===== config.mk =====
export PLATFORM = sky130hd
export DESIGN_NAME = fetch_unit_flat
export DESIGN_NICKNAME = d
export VERILOG_FILES = /design/src/rtl/fetch_unit_if.sv /design/src/rtl/fetch_unit.sv /design/src/flat_wrapper.sv
export SDC_FILE = /design/constraint.sdc
export NUM_CORES = 1
export LEC_CHECK = 0
export CAP_MARGIN = 30
export CORE_MARGIN = 2
export CORE_UTILIZATION = 53
export CTS_CLUSTER_SIZE = 24
export DETAILED_ROUTE_END_ITERATION = 8
export GPL_TIMING_DRIVEN = 1
export PLACE_DENSITY = 0.86
export SLEW_MARGIN = 5
export SYNTH_ARGS = -nofsm -noshare
export SYNTH_HDL_FRONTEND = slang
export SYNTH_SLANG_ARGS = --single-unit

===== constraint.sdc =====
create_clock -name clk -period 4.4 [get_ports clk]
set_clock_uncertainty 0.1 [all_clocks]
set_input_delay 0.88 -clock clk [delete_from_list [all_inputs] [get_ports clk]]
set_output_delay 0.88 -clock clk [all_outputs]
set_load 0.01 [all_outputs]

===== src/rtl/fetch_unit_if.sv =====
// Fetch-stage bus bundle: instruction-memory request/response, decode hand-off and redirect.
interface fetch_unit_if #(
    parameter int unsigned N = 64
) ();
    localparam int unsigned INSTR_W = 32;

    logic               br_taken;
    logic [N-1:0]       br_target;
    logic               imem_req;
    logic [N-1:0]       imem_addr;
    logic               imem_ready;
    logic               imem_rvalid;
    logic [INSTR_W-1:0] imem_rdata;
    logic               instr_valid;
    logic [INSTR_W-1:0] instr;
    logic [N-1:0]       instr_pc;
    logic               decode_ready;

    // Fetch unit side
    modport master (
        input  br_taken, br_target, imem_ready, imem_rvalid, imem_rdata, decode_ready,
        output imem_req, imem_addr, instr_valid, instr, instr_pc
    );

    // Environment side (memory, decode, execute)
    modport slave (
        output br_taken, br_target, imem_ready, imem_rvalid, imem_rdata, decode_ready,
        input  imem_req, imem_addr, instr_valid, instr, instr_pc
    );
endinterface


===== src/rtl/fetch_unit.sv =====
// LEGv8 instruction fetch: PC register, in-order imem requests, 2-entry instruction queue,
// redirect with flush and stale-response discard.
module fetch_unit #(
    parameter int unsigned   N        = 64,
    parameter logic [N-1:0]  RESET_PC = '0
) (
    input  logic          clk,
    input  logic          reset,
    fetch_unit_if.master  bus
);
    localparam int unsigned INSTR_W = 32;
    localparam int unsigned CNT_W   = 2;
    localparam logic [N-1:0] ALIGN_MASK = ~N'(3);
    localparam logic [N-1:0] PC_INIT    = RESET_PC & ALIGN_MASK;

    typedef struct packed {
        logic [INSTR_W-1:0] instr;
        logic [N-1:0]       pc;
    } entry_t;

    logic [N-1:0]     pc_q, pc_d;
    logic [N-1:0]     resp_pc_q, resp_pc_d;
    logic [CNT_W-1:0] outstanding_q, outstanding_d;
    logic [CNT_W-1:0] discard_q, discard_d;
    logic [CNT_W-1:0] count_q, count_d;
    logic             valid_q, valid_d;
    entry_t           q0_q, q0_d;
    entry_t           q1_q, q1_d;

    logic             pop;
    logic             req;
    logic             accept;
    logic             drop;
    logic             push;
    logic [2:0]       credit;
    logic [N-1:0]     target;
    entry_t           new_entry;

    // Issue/accept/response decode; request credit counts queued plus in-flight words
    always_comb begin
        pop            = valid_q && bus.decode_ready && !bus.br_taken;
        credit         = 3'(count_q) - 3'(pop) + 3'(outstanding_q);
        req            = !reset && !bus.br_taken && (credit < 3'd2);
        accept         = req && bus.imem_ready;
        drop           = bus.imem_rvalid && ((discard_q != '0) || bus.br_taken);
        push           = bus.imem_rvalid && !drop;
        target         = bus.br_target & ALIGN_MASK;
        new_entry.instr = bus.imem_rdata;
        new_entry.pc    = resp_pc_q;
    end

    // Next-state for PCs, in-flight/discard counters and the queue
    always_comb begin
        pc_d          = pc_q;
        resp_pc_d     = resp_pc_q;
        outstanding_d = outstanding_q + CNT_W'(accept) - CNT_W'(bus.imem_rvalid);
        discard_d     = discard_q;
        count_d       = count_q;
        q0_d          = q0_q;
        q1_d          = q1_q;

        if (bus.br_taken) begin
            pc_d      = target;
            resp_pc_d = target;
            // Every word still in flight (already-stale ones included) is now stale
            discard_d = outstanding_q - CNT_W'(bus.imem_rvalid);
            count_d   = '0;
        end else begin
            if (accept) begin
                pc_d = pc_q + N'(4);
            end
            if (bus.imem_rvalid && (discard_q != '0)) begin
                discard_d = discard_q - CNT_W'(1);
            end
            if (push) begin
                resp_pc_d = resp_pc_q + N'(4);
            end
            case ({push, pop})
                2'b10: begin
                    if (count_q == '0) begin
                        q0_d = new_entry;
                    end else begin
                        q1_d = new_entry;
                    end
                    count_d = count_q + CNT_W'(1);
                end
                2'b01: begin
                    q0_d    = q1_q;
                    count_d = count_q - CNT_W'(1);
                end
                2'b11: begin
                    if (count_q == CNT_W'(1)) begin
                        q0_d = new_entry;
                    end else begin
                        q0_d = q1_q;
                        q1_d = new_entry;
                    end
                end
                default: ;
            endcase
        end

        valid_d = (count_d != '0);
    end

    // State register with synchronous reset
    always_ff @(posedge clk) begin
        if (reset) begin
            pc_q          <= PC_INIT;
            resp_pc_q     <= PC_INIT;
            outstanding_q <= '0;
            discard_q     <= '0;
            count_q       <= '0;
            valid_q       <= 1'b0;
            q0_q          <= '0;
            q1_q          <= '0;
        end else begin
            pc_q          <= pc_d;
            resp_pc_q     <= resp_pc_d;
            outstanding_q <= outstanding_d;
            discard_q     <= discard_d;
            count_q       <= count_d;
            valid_q       <= valid_d;
            q0_q          <= q0_d;
            q1_q          <= q1_d;
        end
    end

    assign bus.imem_req    = req;
    assign bus.imem_addr   = pc_q;
    assign bus.instr_valid = valid_q;
    assign bus.instr       = q0_q.instr;
    assign bus.instr_pc    = q0_q.pc;
endmodule


===== src/flat_wrapper.sv =====
// flat-port wrapper written by rule: the top's interface ports become plain ports
module fetch_unit_flat 
#(
    parameter int unsigned   N        = 64,
    parameter logic [N-1:0]  RESET_PC = '0
)
  (clk, reset, bus_br_taken, bus_br_target, bus_imem_ready, bus_imem_rvalid, bus_imem_rdata, bus_decode_ready, bus_imem_req, bus_imem_addr, bus_instr_valid, bus_instr, bus_instr_pc);
  fetch_unit_if #(.N(N)) bus_i ();
  input  logic clk;
  input  logic reset;
  input wire logic [$bits(bus_i.br_taken)-1:0] bus_br_taken;
  input wire logic [$bits(bus_i.br_target)-1:0] bus_br_target;
  input wire logic [$bits(bus_i.imem_ready)-1:0] bus_imem_ready;
  input wire logic [$bits(bus_i.imem_rvalid)-1:0] bus_imem_rvalid;
  input wire logic [$bits(bus_i.imem_rdata)-1:0] bus_imem_rdata;
  input wire logic [$bits(bus_i.decode_ready)-1:0] bus_decode_ready;
  output wire logic [$bits(bus_i.imem_req)-1:0] bus_imem_req;
  output wire logic [$bits(bus_i.imem_addr)-1:0] bus_imem_addr;
  output wire logic [$bits(bus_i.instr_valid)-1:0] bus_instr_valid;
  output wire logic [$bits(bus_i.instr)-1:0] bus_instr;
  output wire logic [$bits(bus_i.instr_pc)-1:0] bus_instr_pc;
  assign bus_i.br_taken = bus_br_taken;
  assign bus_i.br_target = bus_br_target;
  assign bus_i.imem_ready = bus_imem_ready;
  assign bus_i.imem_rvalid = bus_imem_rvalid;
  assign bus_i.imem_rdata = bus_imem_rdata;
  assign bus_i.decode_ready = bus_decode_ready;
  assign bus_imem_req = bus_i.imem_req;
  assign bus_imem_addr = bus_i.imem_addr;
  assign bus_instr_valid = bus_i.instr_valid;
  assign bus_instr = bus_i.instr;
  assign bus_instr_pc = bus_i.instr_pc;
  fetch_unit #(.N(N), .RESET_PC(RESET_PC)) u_core (.clk(clk), .reset(reset), .bus(bus_i));
endmodule

==> results of run 1 <==
-- final timing paths --
path / start / endpoint / slack (ns)
max: bus_decode_ready / bus_imem_req / 0.43
min: u_core.q1_q[33] / u_core.q1_q[33] / 0.35
max reg2reg: u_core.bus.instr_valid / u_core.bus.imem_addr[48] / 0.82
min reg2reg: u_core.q1_q[33] / u_core.q1_q[33] / 0.35
-- synth_stat cells, types with 24 or more instances --
master	instances
a21boi_0	31
a21oi_1	115
a221oi_1	95
and3_1	25
clkbuf_1	122
dfxtp_1	319
inv_1	27
nand2_1	266
nand3_1	51
nand4_1	65
nor2_1	157
nor3_1	127
nor4_1	36
o21a_1	47
o21ai_0	35
o31a_1	39
xnor2_1	25
xor2_1	24
-- timing repair --
| action | 4_1_cts | 5_1_grt |
|---|---|---|
| resized for setup | 0 | 2 |
| hold buffers | 0 | 0 |
| setup endpoints to repair | 0 | 1 |
-- per-layer routing --
metal | track usage | vias up | part of all wire
met5 | 0 | - | 0
met4 | 0.1144 | 0 | 0.033
met3 | 0.06020 | 129 | 0.10
met2 | 0.4831 | 819 | 0.45
met1 | 0.4326 | 7196 | 0.42
li1 | - | 7116 | -
-- logic make-up after synthesis --
logic type,after synthesis,share of synthesized area
xor gates and xnor gates,50,0.02982
muxes,6,0.004104
buffers and inverters,176,0.04582
adders and majority gates,13,0.01139
DFF,319,0.4275
and+or+nand+nor,822,0.2700
other,1,0.0002510
AOI/OAI and AO/OA,445,0.2111
-- report_power, final --
group	total [W]	switching [W]	internal [W]
Combinational	0.00102	0.000522	0.000499
Clock	0.00273	0.00117	0.00156
Sequential	0.00325	0.000192	0.00305
-- worst max-delay path: stages --
cell and delay [ns]:
clkdlybuf4s50_1 0.45, nand3b_1 0.17, inv_2 0.12, ha_1 0.22
nand2b_1 0.15, fa_1 0.41, xor2_1 0.19, and3_1 0.23
dlymetal6s2s_1 0.17
-- area by class of cell --
cell class	instances	area [um2]
fillers	2257	8842
inverters	29	110.1
clock buffers	50	982.2
flip-flops and latches	319	6386
clock inverters	9	60.06
well taps	378	473.0
repair buffers	300	3019
multi-input cells	1340	7909
-- stage by stage --
step | setup WS (ns) | area, um2
after global routing | 0.3152 | 18940
final | 0.4269 | 18940
after floorplan | 0.4237 | 14950
after detailed placement | -0.07588 | 17890
after global placement | -0.01497 | 17890
after CTS | 0.007679 | 18940
-- flip-flops by register name, indices dropped and copies added (netlist names) --
| register | count |
|---|---|
| u_core.bus.instr_pc | 62 |
| u_core.count_q | 2 |
| u_core.outstanding_q | 2 |
| u_core.discard_q | 2 |
| u_core.bus.instr_valid | 1 |
| u_core.bus.instr | 32 |
| u_core.bus.imem_addr | 62 |
| u_core.q1_q | 94 |
| u_core.resp_pc_q | 62 |
==> impl_results.md, run 1 <==
* Vias in the first global route at 13,809
* Register bit total from synthesis at 319
* Max Transition Viols Final at 0
* Commonest non-fill, non-tap cells in the layout: dfxtp_1, nand2_1, clkdlybuf4s50_1
* Final setup vio count at 0
* Post-synth ARST share at 0
* Fin cells at 2,425
* Final period util at 0.9030
* Core ar. at 0.02778 mm2
* # DRC at 0
* Worst Setup End Kind: output port
* I/O Buffers at 257
* Worst-Margin Slew at 1.076 ns
* Avg Vias per Cell at 6.293
* Achievable Freq at 0.2517 GHz
* Placed cells at 2,366
* WHS at 0.3542 ns
* Status: finished clean
* Yosys top cell by area: dfxtp_1
* Slew HR at 0.2771
* Rows at 61
* Final Hold Viols at 0
* Vias at 15,260
* Initial core utilization at 0.5377
* Die Footprint at 0.02954 mm2
* Clock tree buffer depth at 3
* Detail Route Antenna Nets at 0
* CTS root buffer: clkbuf_16
* EDFF count, synth at 0
* Power Density at 369.3 mW/mm2
* Top Ports at 264
* Setup TNS Final at 0 ns
* Worst-Skew Late Latency at 0.52 ns
* Pleak at 6.268 nW
* Most common cell after layout, fill and taps aside: dfxtp_1
* Top-area cell type share of the netlist area at 0.4275
* WHS Path Cells at 2
* Setup Crit Path Kind: primary input to output port
* Area grow syn2layout at 26.79%
* CTS tree: done
* First-pass DRT Iterations at 5
* Postcts setup bufs at 0
* WL final at 47,660 um
* Remaining global-route overflow at 0
* Initial DRC count at 1,483
* Synth Cell Area at 0.01494 mm2
* Clock slew at reported path FFs at 0.06 ns
* Post-synthesis cell count at 1,832
* CTS sink cnt at 319
* CTS Buf Count at 35
* Synth area leaders: dfxtp_1, nand2_1, a221oi_1
* Max H-tree Level at 2
* Routability Congestion at 0.9660
* Total power at 0.006994 W
* CP Launch Type: primary input
* ANT cells at 0
* First-pass GRT wire length at 73,950 um
* Initial antenna violation count at 1
* Critical path data arrival time at 2.99 ns
* Max cap viols at 0
* Crit path time final at 3.973 ns
* Unrepaired setup endpoints after global routing: false
* Mean post-synth cell area at 8.154 um2
* R2R depth at 12
* Final core utilization at 0.6817
* HPWL Detailed at 32,690 um
* Yosys warning count at 0
* Die width at 171.9 um
* CP required at 3.42 ns
* HP Class: flop to flop
* Prevailing post-synth register cell: dfxtp_1
* Die Y at 171.9 um
* Post-synth cell types at 66
* Sequential fraction of the synthesis area at 0.4275
* Share of layout cells above drive strength 1 at 0.06058
* Final #Nets at 2,140
* Max IR drop VDD at 0.2200 mV
* GRT Util Overall at 0.3117
* DR WL/cell at 19.65 um
* Largest net degree at the start of global routing at 143
* Crit-path max FO at 2
Note: power is estimated with default switching activity, not from simulation.
==> inputs of run 2 (changes only) <==
- CORE_MARGIN: 2 -> 3
- CORE_UTILIZATION: 53 -> 45
- PLACE_DENSITY: 0.86 -> 0.76
- clock period: 4.4 -> 4.9 ns (I/O delays scaled with it)
==> run 2 against run 1 <==
Compared with the run above:
- critical path depth is the same
- non-clock buffer count shrank 12
- via count shrank 1.2%
- largest power group unchanged
- count of clock-buffer cells in the layout is the same
==> impl_results.md, run 2 (synthesis results as in run 1) <==
* Final #Nets at 2,129 (-0.51%)
* Initial antenna violation count at 0 (-1)
* Crit-path max FO at 4 (+2)
* DR WL/cell at 19.81 um (+0.79%)
* Fill cell count at 2,923 (+30%)
* CTS root buffer: clkbuf_16
* Worst-Skew Late Latency at 0.52 ns (about the same)
* Power Density at 342.5 mW/mm2 (-7.3%)
* WP buf/inv at 3 (unchanged)
* ANT cells at 0 (unchanged)
* Routability Congestion at 0.9240 (-4.3%)
* Detail Route Antenna Nets at 0 (unchanged)
* Setup Crit Path Kind: primary input to output port
* Status: finished clean
* First-pass GRT wire length at 77,180 um (+4.4%)
* Avg Vias per Cell at 6.073 (-3.5%)
* CP Cell Sequence: clkdlybuf4s50_1 > nand3b_1 > inv_1 > ha_1 > nand2b_1 > fa_1 > xor2_1 > and3_1 > clkdlybuf4s50_1
* CTS sink cnt at 319 (unchanged)
* Rows at 66 (+8.2%)
* Largest net degree at the start of global routing at 142 (-0.70%)
* Max cap viols at 0 (unchanged)
* Max reg flops at 94 (unchanged)
* Max Transition Viols Final at 0 (unchanged)
* Critical path data arrival time at 3.66 ns (+0.67 ns)
* Final Hold Viols at 0 (unchanged)
* Vias at 15,080 (-1.2%)
* WL final at 49,180 um (+3.2%)
* WHS at 0.3533 ns (-0.0009000 ns)
* Initial core utilization at 0.4580 (-0.07974)
* Setup TNS Final at 0 ns (unchanged)
* First-pass DRT Iterations at 7 (+2)
* Unrepaired setup endpoints after global routing: false
* CTS tree: done
* Final WS setup at 0.1593 ns (-0.2676 ns)
* Postcts setup bufs at 0 (unchanged)
* CTS Buf Count at 36 (+2.9%)
* Max H-tree Level at 2 (unchanged)
* Final core utilization at 0.5849 (-0.09680)
* Placed cells at 2,416 (+2.1%)
* Vias in the first global route at 13,890 (+0.59%)
* Core ar. at 0.03262 mm2 (+17%)
* Top Ports at 264 (unchanged)
* Biggest register: u_core.q1_q
* I/O Buffers at 257 (unchanged)
* HPWL Detailed at 34,250 um (+4.8%)
* GRT Util Overall at 0.2653 (-0.04640)
* Fin cells at 2,483 (+2.4%)
* HP Class: flop to flop
* CP required at 3.82 ns (+0.40 ns)
* Achievable Freq at 0.2109 GHz
* CP Launch Type: primary input
* Pre-CTS setup slack at 0.1976 ns (+0.2735 ns)
* Hold_buf cts at 0 (unchanged)
* Most common cell after layout, fill and taps aside: dfxtp_1
* Area grow syn2layout at 27.72%
* Clock slew at reported path FFs at 0.06 ns (about the same)
* Share of layout cells above drive strength 1 at 0.05928 (-0.001292)
* Slew HR at 0.3507 (+0.07356)
* Clock tree buffer depth at 3 (unchanged)
* Die Footprint at 0.03542 mm2 (+20%)
* Remaining global-route overflow at 0 (unchanged)
* Pleak at 6.269 nW (about the same)
* CP dominant cell by count: clkdlybuf4s50_1
* Post-CTS Resized at 0 (unchanged)
* Delay-heaviest family, CP: buffers and inverters
* Crit path largest cell delay at 0.55 ns (+0.10 ns)
* # DRC at 0 (unchanged)
* Final period util at 0.9675
* Worst-Margin Slew at 0.9651 ns (-0.1110 ns)
* Commonest non-fill, non-tap cells in the layout: dfxtp_1, nand2_1, clkdlybuf4s50_1
* Initial DRC count at 1,388 (-6.4%)
* CP max stage cell: clkdlybuf4s50_1
* Final setup vio count at 0 (unchanged)
* Max IR drop VDD at 0.2062 mV (-6.3%)
* Worst Setup End Kind: output port
* Crit path time final at 4.741 ns
* Die width at 188.2 um (+9.5%)
* Die Y at 188.2 um (+9.5%)
-- run 2: cell types whose count changed in the layout (fill, tap and decap cells not counted), moves of 2 or more --
cell and delta:
buf_4 -10, buf_12 -4, clkinvlp_4 +2, buf_16 +2, bufinv_16 +2, clkbuf_1 -4
inv_6 -3, clkinv_2 +3, clkbuf_16 +3
-- run 2: final timing paths --
path | startpoint | end | slack [ns] | cells after the start
max reg2reg | u_core.bus.instr_valid | u_core.bus.imem_addr[55] | 1.30 | 11
max | bus_decode_ready | bus_imem_req | 0.16 | 9
min | u_core.q1_q[27] | u_core.q1_q[27] | 0.35 | 2
min reg2reg | u_core.q1_q[27] | u_core.q1_q[27] | 0.35 | 2
-- run 2: worst min-delay path, delay by kind of cell (launching register included) --
| kind | cells | cell delay, ns |
|---|---|---|
| AO/OA/AOI/OAI | 1 | 0.05 |
| flip-flops | 1 | 0.31 |
| AND/OR/NAND/NOR | 1 | 0.05 |
-- run 2: final cells by class --
class                      count  area, um2  area share
sequential                   319       6386      0.3347
multi-input combinational   1340       7909      0.4145
clock inverter                15      148.9    0.007804
clock buffer                  50       1056     0.05535
timing repair buffer         288       2917      0.1529
tap                          442      553.0     0.02899
inverter                      29      110.1    0.005771
-- run 2: metal layers --
layer,up-vias,wire length (um),GRT usage
li1,7093,-,-
met1,7191,22410,0.3897
met2,704,21640,0.4047
met3,92,3818,0.04000
met4,0,1318,0.07677
met5,-,0,0
-- run 2: per-stage QoR --
| step | cell area, um2 | power, W |
|---|---|---|
| global route | 19080 | 0.006780 |
| detailed placement | 17820 | 0.003860 |
| CTS | 19020 | 0.006569 |
| global placement | 17820 | 0.003838 |
| finish | 19080 | 0.006535 |
| floorplan | 14950 | 0.003398 |
-- run 2: where the power goes --
group	internal [W]	switching, W
logic	0.000435	0.000472
clock network	0.00162	0.00109
registers	0.00274	0.000174
total	0.00480	0.00174
